## src/rtl/debouncer.sv

```systemverilog
// Saturating-counter debouncer: debounce_out follows the input only after DEBOUNCE_CLKS
// consecutive mismatching clocks. Define DEBOUNCE_SYNC_EN to add a 2-flop input synchronizer.
module debouncer #(
  parameter int unsigned DEBOUNCE_CLKS = 10000
) (
  input  logic clk,
  input  logic rst,
  input  logic async_in,
  output logic debounce_out
);

  localparam int unsigned CntW = (DEBOUNCE_CLKS < 1) ? 1 : $clog2(DEBOUNCE_CLKS + 1);
  localparam logic [CntW-1:0] CntLast = CntW'(DEBOUNCE_CLKS - 1);
  localparam logic [CntW-1:0] CntMax  = CntW'(DEBOUNCE_CLKS);

  logic            sync2;
  logic [CntW-1:0] cnt_q, cnt_d;
  logic            out_q, out_d;

`ifdef DEBOUNCE_SYNC_EN
  logic sync1;

  always_ff @(posedge clk or negedge rst) begin
    if (!rst) begin
      sync1 <= 1'b0;
      sync2 <= 1'b0;
    end else begin
      sync1 <= async_in;
      sync2 <= sync1;
    end
  end
`else
  // Input is already synchronous to clk in this build.
  assign sync2 = async_in;
`endif

  // Any matching clock discards the count, so runt pulses never accumulate.
  always_comb begin
    cnt_d = '0;
    out_d = out_q;
    if (sync2 != out_q) begin
      if (cnt_q == CntLast) begin
        out_d = sync2;
        cnt_d = '0;
      end else if (cnt_q != CntMax) begin
        cnt_d = cnt_q + 1'b1;
      end else begin
        cnt_d = cnt_q;
      end
    end
  end

  always_ff @(posedge clk or negedge rst) begin
    if (!rst) begin
      cnt_q <= '0;
      out_q <= 1'b0;
    end else begin
      cnt_q <= cnt_d;
      out_q <= out_d;
    end
  end

  assign debounce_out = out_q;

endmodule

```

## config.mk

```make
export PLATFORM = sky130hd
export DESIGN_NAME = debouncer
export DESIGN_NICKNAME = d
export VERILOG_FILES = /design/src/rtl/debouncer.sv
export SDC_FILE = /design/constraint.sdc
export NUM_CORES = 1
export LEC_CHECK = 0
export BUFFER_PORTS_ARGS = -buffer_cell sky130_fd_sc_hd__buf_4
export CAP_MARGIN = 5
export CORE_MARGIN = 2
export CORE_UTILIZATION = 55
export DETAILED_ROUTE_END_ITERATION = 8
export PLACE_DENSITY = 0.75
export SYNTH_ARGS = -nofsm -noshare
export SYNTH_HDL_FRONTEND = slang
export SYNTH_SLANG_ARGS = --single-unit
```

## constraint.sdc

```tcl
create_clock -name clk -period 1.9 [get_ports clk]
set_input_delay 0.285 -clock clk [delete_from_list [all_inputs] [get_ports clk]]
set_output_delay 0.285 -clock clk [all_outputs]
set_load 0.03 [all_outputs]
```

==> flow_summary.toml <==
[power_and_ir_drop]
p_sw_share_pct = 28.3
pwr-share-clk_pct = 31.2
vdd_drop_max_uv = 421
p_seq_share_pct = 58.2
p_leak_uw = 0.000403
p_int_uw = 434
netSwitchingPower_uw = 171
finalPower_uw = 605
power_density_nw_per_um2 = 670
power_frac_comb_pct = 10.6

[sta]
rsz0062_at_grt = "false"
finalHoldViolCount = 0
min_period_ns = 1.71
worst_hold_slack_ns = 0.240
finClkSkew_ns = 0.00397
setup_viol = 0
slew_violations = 0
finalWorstSetupSlack_ns = 0.187
final.setup.tns_ns = 0
fmax_mhz = 584
slew_headroom_pct = 67.4
worst_pin_slew_ns = 0.488
finalCritPeriodShare_pct = 90.1

[floorplan]
io_pins = 4
die_w_um = 42.7
core_um2 = 1350
rows = 13
dieArea_um2 = 1830
initial_utilization_pct = 61.1
dieHeight_um = 42.7

[global_routing]
use_met2_pct = 33.9
met1_usage_pct = 26.6
met3_usage_pct = 5.11
grt_pass1_vias = 643
grt_pass1_wl_um = 2830
grtUsageTotal_pct = 20.9
grt_max_degree = 16
antenna_found_initial = 0
gr-total-overflow = 0
top_usage_layer = "met2"

[drt]
wire_per_inst_um = 14.7
drt_iter0_drc = 16
vias_per_cell = 5.92
dr.pass1.iters = 4
drc = 0
ant_nets = 0
vias = 610
route.final.wire_length_um = 1510

[clock_tree]
clockBufferDepth = 2
cts_buffers = 3
cts_htree_levels = 1
cts_root_buf = "clkbuf_4"
clk_pin_slew_ns = 0.10
hold_buffers = 1
post_cts_resized = 0
cts_tree = "yes"
clock-sinks = 15
post_cts_buffers = 0
clock_latency_ns = 0.29

[run]
maxCapViolCount = 0

[synth]
synth_most_common_cell = "dfrtp_1"
ys_top_cells_by_count = "dfrtp_1, nor2_1, xor2_1"
synthesis.area_um2 = 825
synth_ff_type = "dfrtp_1"
syn_avg_cell_area_um2 = 10.3
synth-edff-count = 0
netlist.area_leader.share_pct = 45.5
synth_cell_types = 25
yosysTopAreaCell = "dfrtp_1"
ys_warn_count = 0
netlist_instances = 80
ys_ff_latch = 15
async_flop_share_pct = 100
yosys-top-cells-area = "dfrtp_1, xor2_1, xnor2_1, nor2_1, ha_1"
synthesis.nets = 86
yosysSeqAreaShare_pct = 45.5

[finish]
multi_input_area_um2 = 434
nFillCells = 102
layout.area.seq_um2 = 375
area_delta_synth_final_pct = 9.56
n_antenna_cell = 0
drive_above_1_share_pct = 17.0
final_util_pct = 66.9
nets = 95

[setup_path]
critical_path_class = "register to register"
arrival_ns = 1.87
worstPathMaxFanout = 14
r2r_start = "cnt_q[1]$_DFFE_PN0P_"
ff2ff_path_depth = 5
required_ns = 2.06
rrSetupSlack_ns = 0.19
r2r-end = "cnt_q[3]$_DFFE_PN0P_"
end_kind = "register"
start_kind = "register"

[placement]
port-buffer-count = 3
hpwl_um = 1080
place_congestion = 0.884
post-place-ws_ns = 0.187

[min_path]
hold_start = "async_in"
min_to = "debounce_out$_DFFE_PN0P_"
whs_path_depth = 2
hold_path.class = "input pin to register"

[status]
status = "complete, no violations"
cells in the final DEF (no fill, tap or decap), drive strengths merged:
cell,Yosys,routed
and3,2,2
nor4,4,4
xnor2,6,6
a21oi,1,1
inv,2,2
clkinv,0,1
ha,3,3
dlygate4sd3,0,1
nor3b,1,1
dfrtp,15,15
xor2,7,7
mux2i,1,1
mux2,1,1
nor2b,1,1
clkbuf,0,3
buf,1,4
nand3,4,4
nand2,5,5
and4,1,1
nand3b,1,1
and4bb,1,1
and4b,1,1
or2b,1,1
nor2,14,14
nand4,7,7
critical path, cell delays in order, from the launching register on:
cell	delay, ns
dfrtp_1	0.48
ha_1	0.26
and4b_1	0.21
nand4_1	0.12
nand2_1	0.41
nor2_1	0.11
power by group through the flow:
| stage | clock (uW) | combinational (uW) | sequential (uW) |
|---|---|---|---|
| after CTS | 191 | 65.4 | 351 |
| after global routing | 206 | 73.9 | 354 |
| after global placement | 0 | 60.7 | 355 |
| after detailed placement | 0 | 63.7 | 358 |
| final | 189 | 63.9 | 352 |
| after floorplan | 0 | 42.0 | 354 |
layout make-up:
cell class	instances	area share [%]
clock buffers	3	2.49
multi-input cells	62	48.1
inverters	2	0.831
flip-flops and latches	15	41.6
well taps	15	2.08
clock inverters	1	0.554
repair buffers	5	4.43
registers in the layout (all words and copies together) (netlist names):
register      count
debounce_out      1
cnt_q            14
stage by stage:
| stage | instances | area [um^2] |
|---|---|---|
| 3_3_place_gp | 98 | 866 |
| 4_1_cts | 103 | 903 |
| 6_report | 103 | 903 |
| 5_1_grt | 103 | 903 |
| 3_5_place_dp | 98 | 866 |
| 2_1_floorplan | 80 | 825 |
cell families after synthesis:
kind of cell             after synthesis  synth area share, %
AO/OA/AOI/OAI                          1                0.606
XOR/XNOR                              13                 13.8
adder cells (fa/ha/maj)                3                 4.55
buffers and inverters                  3                 1.82
flip-flops                            15                 45.5
multiplexers                           2                 2.58
AND/OR/NAND/NOR                       43                 31.1
worst max-delay path by stage:
stage	startpoint	end	slack, ns
global placement	cnt_q[0]$_DFFE_PN0P_	cnt_q[8]$_DFFE_PN0P_	0.27
finish	cnt_q[1]$_DFFE_PN0P_	cnt_q[3]$_DFFE_PN0P_	0.19
CTS	cnt_q[0]$_DFFE_PN0P_	cnt_q[3]$_DFFE_PN0P_	0.19
global route	cnt_q[1]$_DFFE_PN0P_	cnt_q[3]$_DFFE_PN0P_	0.06
detailed placement	cnt_q[0]$_DFFE_PN0P_	cnt_q[3]$_DFFE_PN0P_	0.19
floorplan	cnt_q[0]$_DFFE_PN0P_	cnt_q[0]$_DFFE_PN0P_	0.47
metal layers:
layer / vias to the layer above / share of wire [%]
met5: - / 0
met4: 0 / 1.3
met3: 4 / 5.5
met2: 24 / 47
met1: 287 / 46
li1: 295 / -
Power figures use the tool's default switching activity.
